$ cat src/rtl/vga_timing.sv
// Free-running 640x480@60 Hz VGA timing generator: pixel-tick divider, h/v counters
// and registered blank/sync/frame_start flags that always describe the presented counters.
module vga_timing #(
  parameter int unsigned CLK_DIV  = 4,
  parameter int unsigned H_ACTIVE = 640,
  parameter int unsigned H_FP     = 16,
  parameter int unsigned H_SYNC   = 96,
  parameter int unsigned H_BP     = 48,
  parameter int unsigned V_ACTIVE = 480,
  parameter int unsigned V_FP     = 10,
  parameter int unsigned V_SYNC   = 2,
  parameter int unsigned V_BP     = 33,
  parameter bit          SYNC_POL = 1'b0,
  parameter int unsigned CW       = 10
) (
  input  logic          clk,
  input  logic          rst_n,
  output logic          pix_tick,
  output logic [CW-1:0] hcount,
  output logic [CW-1:0] vcount,
  output logic          hblank,
  output logic          vblank,
  output logic          hsync,
  output logic          vsync,
  output logic          frame_start
);

  localparam int unsigned H_TOTAL = H_ACTIVE + H_FP + H_SYNC + H_BP;
  localparam int unsigned V_TOTAL = V_ACTIVE + V_FP + V_SYNC + V_BP;
  // Five bits cover the whole legal divider range 1..16.
  localparam int unsigned DW = 5;

  localparam logic [DW-1:0] DIV_LAST = DW'(CLK_DIV - 1);
  localparam logic [CW-1:0] H_LAST   = CW'(H_TOTAL - 1);
  localparam logic [CW-1:0] V_LAST   = CW'(V_TOTAL - 1);
  localparam logic [CW-1:0] H_ACT    = CW'(H_ACTIVE);
  localparam logic [CW-1:0] V_ACT    = CW'(V_ACTIVE);
  localparam logic [CW-1:0] HS_FIRST = CW'(H_ACTIVE + H_FP);
  localparam logic [CW-1:0] HS_LAST  = CW'(H_ACTIVE + H_FP + H_SYNC - 1);
  localparam logic [CW-1:0] VS_FIRST = CW'(V_ACTIVE + V_FP);
  localparam logic [CW-1:0] VS_LAST  = CW'(V_ACTIVE + V_FP + V_SYNC - 1);

  logic [DW-1:0] div_q, div_d;
  logic          pix_tick_q, pix_tick_d;
  logic [CW-1:0] hcount_q, hcount_d;
  logic [CW-1:0] vcount_q, vcount_d;
  logic          hblank_q, hblank_d;
  logic          vblank_q, vblank_d;
  logic          hsync_q, hsync_d;
  logic          vsync_q, vsync_d;
  logic          frame_start_q, frame_start_d;

  // Pixel-tick divider; the tick is registered so it lands in the cycle after div hits its last value.
  always_comb begin
    div_d      = div_q;
    pix_tick_d = 1'b0;
    if (div_q == DIV_LAST) begin
      div_d = {DW{1'b0}};
    end else begin
      div_d = div_q + {{(DW-1){1'b0}}, 1'b1};
    end
    pix_tick_d = (div_d == DIV_LAST);
  end

  // Counters advance only on the edge that closes a tick cycle.
  always_comb begin
    hcount_d = hcount_q;
    vcount_d = vcount_q;
    if (pix_tick_q) begin
      if (hcount_q == H_LAST) begin
        hcount_d = {CW{1'b0}};
        if (vcount_q == V_LAST) begin
          vcount_d = {CW{1'b0}};
        end else begin
          vcount_d = vcount_q + {{(CW-1){1'b0}}, 1'b1};
        end
      end else begin
        hcount_d = hcount_q + {{(CW-1){1'b0}}, 1'b1};
        vcount_d = vcount_q;
      end
    end else begin
      hcount_d = hcount_q;
      vcount_d = vcount_q;
    end
  end

  // Status is decoded from the next counter values so it lines up with them after the edge.
  always_comb begin
    hblank_d      = (hcount_d >= H_ACT);
    vblank_d      = (vcount_d >= V_ACT);
    hsync_d       = ~SYNC_POL;
    vsync_d       = ~SYNC_POL;
    frame_start_d = pix_tick_d && (hcount_d == {CW{1'b0}}) && (vcount_d == {CW{1'b0}});
    if ((hcount_d >= HS_FIRST) && (hcount_d <= HS_LAST)) begin
      hsync_d = SYNC_POL;
    end else begin
      hsync_d = ~SYNC_POL;
    end
    if ((vcount_d >= VS_FIRST) && (vcount_d <= VS_LAST)) begin
      vsync_d = SYNC_POL;
    end else begin
      vsync_d = ~SYNC_POL;
    end
  end

  // State and output registers.
  always_ff @(posedge clk or negedge rst_n) begin
    if (!rst_n) begin
      div_q         <= {DW{1'b0}};
      pix_tick_q    <= 1'b0;
      hcount_q      <= {CW{1'b0}};
      vcount_q      <= {CW{1'b0}};
      hblank_q      <= 1'b0;
      vblank_q      <= 1'b0;
      hsync_q       <= ~SYNC_POL;
      vsync_q       <= ~SYNC_POL;
      frame_start_q <= 1'b0;
    end else begin
      div_q         <= div_d;
      pix_tick_q    <= pix_tick_d;
      hcount_q      <= hcount_d;
      vcount_q      <= vcount_d;
      hblank_q      <= hblank_d;
      vblank_q      <= vblank_d;
      hsync_q       <= hsync_d;
      vsync_q       <= vsync_d;
      frame_start_q <= frame_start_d;
    end
  end

  assign pix_tick    = pix_tick_q;
  assign hcount      = hcount_q;
  assign vcount      = vcount_q;
  assign hblank      = hblank_q;
  assign vblank      = vblank_q;
  assign hsync       = hsync_q;
  assign vsync       = vsync_q;
  assign frame_start = frame_start_q;

endmodule

$ cat config.mk
export PLATFORM = sky130hd
export DESIGN_NAME = vga_timing
export DESIGN_NICKNAME = d
export VERILOG_FILES = /design/src/rtl/vga_timing.sv
export SDC_FILE = /design/constraint.sdc
export NUM_CORES = 1
export LEC_CHECK = 0
export CAP_MARGIN = 20
export CORE_MARGIN = 3
export CORE_UTILIZATION = 48
export DETAILED_ROUTE_END_ITERATION = 16
export GPL_ROUTABILITY_DRIVEN = 1
export HOLD_SLACK_MARGIN = 0.06
export PLACE_DENSITY = 0.75
export SETUP_SLACK_MARGIN = 0.4
export SKIP_LAST_GASP = 1
export SLEW_MARGIN = 10
export SYNTH_ARGS = -nofsm -noshare
export SYNTH_HDL_FRONTEND = slang
export SYNTH_SLANG_ARGS = --single-unit
$ cat constraint.sdc
create_clock -name clk -period 2.3 [get_ports clk]
set_clock_uncertainty 0.1 [all_clocks]
set_input_delay 0.46 -clock clk [delete_from_list [all_inputs] [get_ports clk]]
set_output_delay 0.46 -clock clk [all_outputs]
set_load 0.03 [all_outputs]
# Word-level counts from Yosys, hierarchy flattened
# Cells that the tools add are included.
[totals]
reg_bits = 31
out_inout_bits = 26
wordCells = 36
[classes]
add_sub_neg = 3
n_lt_le_gt_ge = 6
eq_ne = 4
mux = 8
reduce_logical = 6
[ops]
columns = ["operator", "n"]
rows = [
  ["$mux W10", 5],
  ["$add A10 B1 Y10 const B", 2],
  ["$eq A10 B10 Y1 const B", 2],
  ["$ge A10 B10 Y1 const B", 2],
  ["$ge A10 B9 Y1 const B", 2],
  ["$logic_not A10 Y1", 2],
  ["$eq A5 B2 Y1 const B", 2],
  ["$le A10 B10 Y1 const B", 1],
  ["$le A10 B9 Y1 const B", 1],
  ["$add A5 B1 Y5 const B", 1],
  ["$mux W5", 1],
  ["$logic_and A1 B1 Y1", 4],
  ["$mux W1", 2],
]

# Depth between registers and ports, before layout
# Gate-level depths: netlist (run 1).
[depth]
ltp_word = 7
mapped_depth = 8
mapped_depth_nobuf = 8

# Worst setup path after synthesis (run 1)
# OpenSTA, ideal clock, no wires.
[synth_timing]
kind = "reg-to-reg"
startpoint = "reg hcount_q[5] (netlist: hcount[5])"
endpoint = "reg frame_start_q (netlist: frame_start)"
arrival_ns = 2.505
slack_ns = -0.385
stages_incl_launch_ff = 8
path_buffers = 1
synth_period_minus_slack_ns = 2.685
cell_sequence = "dfrtp_1 -> or4b_1 -> buf_2 -> nor4_1 -> nand4_1 -> xnor2_1 -> or4_1 -> nor3_2"
[synth_between]
elab_cells_between_ends = 10
cone_classes = "add/sub: 1; eq/ne: 1; mux: 4; reduce/logical: 4"
[synth_rtl]
columns = ["item", "line_no", "rtl"]
rows = [
  ["start: declaration", "45", "logic [CW-1:0] hcount_q, hcount_d;"],
  ["start signal: assignment", "111", "hcount_q <= {CW{1'b0}};"],
  ["start signal: assignment", "121", "hcount_q <= hcount_d;"],
  ["$eq A10 B10 Y1", "70", "if (hcount_q == H_LAST) begin"],
  ["$mux W10", "70", ""],
  ["$mux W10", "69", "if (pix_tick_q) begin"],
  ["net vcount_d[8]", "46", "logic [CW-1:0] vcount_q, vcount_d;"],
  ["$logic_not A10 Y1", "93", "frame_start_d = pix_tick_d && (hcount_d == {CW{1'b0}}) && (vcount_d == {CW{1'b0}});"],
  ["$logic_and A1 B1 Y1", "93", ""],
  ["net frame_start_d", "51", "logic frame_start_q, frame_start_d;"],
  ["end signal: assignment", "127", "frame_start_q <= frame_start_d;"],
  ["end: declaration", "51", ""],
]
# The timed path passes the listed nets, and every way through them passes these cells.

# Worst setup path after layout (run 1)
[layout_timing]
startpoint = "reg hcount_q[6] (netlist: hcount[6])"
endpoint = "reg vsync_q (netlist: vsync)"
[layout_between]
elab_chain_cells = 6
elab_cells_between_ends = 7
cone_classes = "order compare: 2; eq/ne: 1; mux: 3; reduce/logical: 1"
[layout_lines]
columns = ["item", "line_no", "rtl"]
rows = [
  ["$eq A10 B10 Y1 (*)", "70", ""],
  ["$mux W10 (*)", "70", ""],
  ["$mux W10 (*)", "69", ""],
  ["$ge A10 B9 Y1 or $le A10 B9 Y1 (tied branches)", "99", "if ((vcount_d >= VS_FIRST) && (vcount_d <= VS_LAST)) begin"],
  ["$logic_and A1 B1 Y1 (*)", "99", ""],
  ["$mux W1 (*)", "99", ""],
  ["net vsync_d", "50", "logic vsync_q, vsync_d;"],
  ["end signal: assignment", "116", "vsync_q <= ~SYNC_POL;"],
  ["end signal: assignment", "126", "vsync_q <= vsync_d;"],
  ["end: declaration", "50", ""],
]
# Mark *: on every way through the listed nets, which the timed path passes. The rest lies on a longest branch.

==> impl_results.html, run 1 <==
<table>
<tr><th>Metric</th><th>Value</th></tr>
<tr><th colspan="2">Outcome</th></tr>
<tr><td>Result of the run</td><td>complete, but fails checks</td></tr>
<tr><td>Failing checks</td><td>setup timing</td></tr>
<tr><th colspan="2">Yosys</th></tr>
<tr><td>Area leader, netlist</td><td>sky130_fd_sc_hd__dfrtp_1</td></tr>
<tr><td>Mux share of post-synthesis cell area</td><td>0.0120</td></tr>
<tr><td>Largest family of logic cells by synthesized area</td><td>simple AND/OR/NAND/NOR gates</td></tr>
<tr><td>Flip-flop and latch count after synthesis</td><td>31</td></tr>
<tr><td>Number of distinct library cells after synthesis</td><td>49</td></tr>
<tr><td>Fraction of the mapped netlist area in adder cells</td><td>0.0282</td></tr>
<tr><td>Number of cells produced by synthesis</td><td>184</td></tr>
<tr><td>Mapped Area</td><td>1770 sq um</td></tr>
<tr><td>Share of the synthesized area in the top cell type</td><td>0.409</td></tr>
<tr><td>Portion of the post-synthesis area used by sequential elements</td><td>0.439</td></tr>
<tr><td>Avg Inst Size Synth</td><td>9.64 sq um</td></tr>
<tr><td>Area fraction in compound gates after synthesis</td><td>0.132</td></tr>
<tr><td>Post-synthesis simple-gate area fraction</td><td>0.252</td></tr>
<tr><td>Total number of yosys warnings</td><td>0</td></tr>
<tr><td>Top post-synthesis cells by count</td><td>sky130_fd_sc_hd__dfrtp_1, sky130_fd_sc_hd__nand2_1, sky130_fd_sc_hd__nor2_1</td></tr>
<tr><td>Async set-reset flop share out of synthesis</td><td>1.00</td></tr>
<tr><td>Syn nets</td><td>190</td></tr>
<tr><td>Number of enable flip-flop cells after synthesis</td><td>0</td></tr>
<tr><td>Area share of xor/xnor cells in the synthesized design</td><td>0.0790</td></tr>
<tr><td>Leading cell type by number of instances after synthesis</td><td>sky130_fd_sc_hd__dfrtp_1</td></tr>
<tr><td>Most instantiated flip-flop cell in the synthesis netlist</td><td>sky130_fd_sc_hd__dfrtp_1</td></tr>
<tr><td>Top area cells in the synthesized netlist</td><td>sky130_fd_sc_hd__dfrtp_1, sky130_fd_sc_hd__xnor2_1, sky130_fd_sc_hd__buf_6</td></tr>
<tr><th colspan="2">Global routing</th></tr>
<tr><td>GRT Overall Usage</td><td>0.256</td></tr>
<tr><td>Via count of the first global-routing pass</td><td>1708</td></tr>
<tr><td>Total gr overflow</td><td>0</td></tr>
<tr><td>Maximum number of pins on one net before global-route repair</td><td>32</td></tr>
<tr><td>Global-route wire length before repair</td><td>8350 microns</td></tr>
<tr><td>Initial antenna violation count</td><td>0</td></tr>
<tr><th colspan="2">Worst setup path</th></tr>
<tr><td>Critical setup path kind</td><td>flop to flop</td></tr>
<tr><td>Critical R2R Capture</td><td>vsync</td></tr>
<tr><td>Startpoint of the lowest-slack register-to-register path</td><td>hcount[6]</td></tr>
<tr><td>Reg2reg setup slack</td><td>-0.11 ns</td></tr>
<tr><td>Arrival time of the worst setup path</td><td>2.53 ns</td></tr>
<tr><td>Reg2reg path depth</td><td>9</td></tr>
<tr><td>Endpoint type of the worst setup path</td><td>flop</td></tr>
<tr><td>Crit-path max FO</td><td>6</td></tr>
<tr><td>CP Launch Type</td><td>flop</td></tr>
<tr><td>Worst path required time</td><td>2.43 ns</td></tr>
<tr><th colspan="2">Floorplan</th></tr>
<tr><td>Initial core utilization</td><td>0.515</td></tr>
<tr><td>Core outline area</td><td>3440 sq um</td></tr>
<tr><td>Die height</td><td>66.8 microns</td></tr>
<tr><td>Top Ports</td><td>28</td></tr>
<tr><td>Die Span X</td><td>66.8 microns</td></tr>
<tr><td>Die area</td><td>4460 sq um</td></tr>
<tr><td>Site row count</td><td>21</td></tr>
<tr><th colspan="2">Cells and area</th></tr>
<tr><td>Nets</td><td>254</td></tr>
<tr><td>Total area of sequential cells</td><td>782 sq um</td></tr>
<tr><td>Post-layout instance count excluding filler cells</td><td>295</td></tr>
<tr><td>Layout fillers</td><td>250</td></tr>
<tr><td>Area of the multi-input gates</td><td>1020 sq um</td></tr>
<tr><td># diodes</td><td>0</td></tr>
<tr><td>Non-Filler Cell Area, Final</td><td>2530 sq um</td></tr>
<tr><td>Area added between synthesis and finish</td><td>42.9%</td></tr>
<tr><td>Post-layout utilization of the core</td><td>0.736</td></tr>
<tr><td>Fraction of final layout cells sized beyond drive strength 1</td><td>0.313</td></tr>
<tr><th colspan="2">Routing</th></tr>
<tr><td>Routed wire length per instance</td><td>18.0 microns</td></tr>
<tr><td>Via count</td><td>1784</td></tr>
<tr><td>Number of design rule violations left after detail routing</td><td>0</td></tr>
<tr><td>Detailed Route Iter0 Violations</td><td>135</td></tr>
<tr><td>Count of nets left with antenna violations after detail routing</td><td>0</td></tr>
<tr><td>Ratio of routed vias to standard cells</td><td>6.05</td></tr>
<tr><td>Total wirelength of the detailed-routed design</td><td>5310 microns</td></tr>
<tr><td>First-pass detailed-route iteration total</td><td>4</td></tr>
<tr><th colspan="2">Clocking</th></tr>
<tr><td>Max clock buf depth</td><td>2</td></tr>
<tr><td>CTS tree</td><td>built</td></tr>
<tr><td>Clk_lat worst skew</td><td>0.29 ns</td></tr>
<tr><td>Root buffer cell</td><td>sky130_fd_sc_hd__clkbuf_8</td></tr>
<tr><td>Number of buffers created by CTS</td><td>5</td></tr>
<tr><td>Clock Sinks</td><td>31</td></tr>
<tr><td>Number of buffers inserted for hold repair after clock tree synthesis</td><td>0</td></tr>
<tr><td>Clock slew seen by the registers of the worst setup and hold paths</td><td>0.06 ns</td></tr>
<tr><td>H-tree levels</td><td>2</td></tr>
<tr><th colspan="2">Power</th></tr>
<tr><td>Pwr per Cell Area</td><td>412 nW/um^2</td></tr>
<tr><td>Maximum resistive drop on vdd</td><td>0.322 mV</td></tr>
<tr><td>Leakage dissipation</td><td>1.21 nW</td></tr>
<tr><th colspan="2">Hold path</th></tr>
<tr><td>Hold Crit Depth</td><td>1</td></tr>
<tr><td>Class of the worst hold path</td><td>flop to flop</td></tr>
<tr><td>Endpoint of the worst hold path</td><td>div_q[0]</td></tr>
<tr><td>Hold Path Origin</td><td>div_q[0]</td></tr>
<tr><th colspan="2">STA</th></tr>
<tr><td>Post-route minimum period</td><td>2.41 ns</td></tr>
<tr><td>Period utilisation layout</td><td>1.05</td></tr>
<tr><td>Highest attainable clock frequency</td><td>0.415 GHz</td></tr>
<tr><td>Number of hold violations in the final report</td><td>0</td></tr>
<tr><td>Final setup viols</td><td>3</td></tr>
<tr><td>Final worst setup slack</td><td>-0.107 ns</td></tr>
<tr><td>Rel. slew slack</td><td>0.680</td></tr>
<tr><td>Transition time at the pin with the least slew margin</td><td>0.476 ns</td></tr>
<tr><td>Unrepaired setup endpoints after global routing</td><td>yes</td></tr>
<tr><td>Final-report max-slew violation count</td><td>0</td></tr>
<tr><th colspan="2">Place</th></tr>
<tr><td>HPWL reported at the end of detailed placement</td><td>3410 microns</td></tr>
<tr><td>Worst setup slack after placement</td><td>-0.185 ns</td></tr>
<tr><td>Inst Count DP</td><td>279</td></tr>
<tr><td>RD Place Congestion</td><td>0.900</td></tr>
<tr><td>Placed Instance Area</td><td>2270 sq um</td></tr>
<tr><td>Number of buffers added on ports</td><td>27</td></tr>
<tr><th colspan="2">Flow run</th></tr>
<tr><td>Max-cap check violation count</td><td>0</td></tr>
</table>
[worst max-delay path, stage by stage (launching register included)]
cell                       delay [ns]
sky130_fd_sc_hd__dfrtp_2         0.40
sky130_fd_sc_hd__or4b_4          0.57
sky130_fd_sc_hd__buf_4           0.17
sky130_fd_sc_hd__nor3_4          0.20
sky130_fd_sc_hd__buf_6           0.15
sky130_fd_sc_hd__buf_4           0.14
sky130_fd_sc_hd__a21oi_1         0.09
sky130_fd_sc_hd__a31oi_1         0.16
sky130_fd_sc_hd__o22a_1          0.22
sky130_fd_sc_hd__nand4b_1        0.14
[area by class of cell]
type	instances	area share
clock buffer	8	0.0395
inverter	6	0.00889
multi-input combinational	137	0.402
sequential	31	0.309
tap	46	0.0227
timing repair buffer	67	0.218
[layout by cell type (no fill, tap or decap), types with 4 or more instances in the layout]
cell / count
sky130_fd_sc_hd__xnor2_1: 12
sky130_fd_sc_hd__buf_6: 4
sky130_fd_sc_hd__ha_1: 4
sky130_fd_sc_hd__dfrtp_1: 26
sky130_fd_sc_hd__o21ai_0: 4
sky130_fd_sc_hd__nor2_1: 13
sky130_fd_sc_hd__dlygate4sd2_1: 22
sky130_fd_sc_hd__clkdlybuf4s50_1: 4
sky130_fd_sc_hd__nor3_1: 4
sky130_fd_sc_hd__buf_4: 36
sky130_fd_sc_hd__nand2_1: 12
sky130_fd_sc_hd__nand3_1: 9
sky130_fd_sc_hd__inv_1: 6
sky130_fd_sc_hd__xor2_1: 4
sky130_fd_sc_hd__clkbuf_8: 7
sky130_fd_sc_hd__a21oi_1: 4
sky130_fd_sc_hd__nand4_1: 6
[metrics by stage]
step / total power, mW / hold WS (ns) / setup TNS [ns]
2_1_floorplan: 0.556 / 0.0644 / -0.519
3_3_place_gp: 0.569 / 0.361 / -0.0576
3_5_place_dp: 0.570 / 0.375 / -0.322
4_1_cts: 1.05 / 0.381 / -0.168
5_1_grt: 1.08 / 0.435 / -0.542
6_report: 1.04 / 0.386 / -0.268
[sequential cells by signal, summed over array words and instances, names as in the netlist]
name	flops
hcount	10
vcount	10
div_q	5
frame_start	1
hblank	1
hsync	1
pix_tick	1
vblank	1
vsync	1
[power breakdown]
part / total, mW / switching [mW] / internal [mW]
sequential: 0.545 / 0 / 0.545
combinational: 0.0131 / 0.0105 / 0.00260
clock: 0.486 / 0.212 / 0.273
[timing repair]
item                       CTS  global route
pin swaps                    8             9
buffers inserted             6             2
setup endpoints to repair   34            20
resized for setup           45            13
[cell families after synthesis]
group,Yosys count
and+or+nand+nor,81
DFF,31
adders and majority gates,4
muxes,2
AOI/OAI and AO/OA,34
buffers and inverters,16
xor gates and xnor gates,16
[worst max-delay path by stage]
| stage | from | depth (start not counted) | slack [ns] | endpoint |
|---|---|---|---|---|
| 3_5_place_dp | hcount[5] | 6 | -0.19 | frame_start |
| 2_1_floorplan | hcount[5] | 8 | -0.18 | frame_start |
| 5_1_grt | hcount[6] | 7 | -0.19 | frame_start |
| 4_1_cts | hcount[6] | 6 | -0.07 | frame_start |
| 6_report | hcount[6] | 9 | -0.11 | vsync |
| 3_3_place_gp | hcount[5] | 6 | -0.04 | frame_start |
[per-layer routing]
| layer | wire (microns) | track usage | part of all wire | up-vias |
|---|---|---|---|---|
| li1 | - | - | - | 804 |
| met1 | 2230 | 0.317 | 0.42 | 897 |
| met2 | 2660 | 0.416 | 0.50 | 72 |
| met3 | 313 | 0.0742 | 0.059 | 11 |
| met4 | 97 | 0.104 | 0.018 | 0 |
| met5 | 0 | 0 | 0 | - |
Note: power is estimated with default switching activity, not from simulation.
==> run 2, diff against run 1 <==
ABC_AREA = 0   (was unset)
==> results of run 2 <==
The final DEF is identical to that of run 1; final timing and power are the same.
==> run 3, diff against run 2 <==
CAP_MARGIN = unset   (was 20)
==> results of run 3 <==
The final DEF is identical to that of run 1; final timing and power are the same.
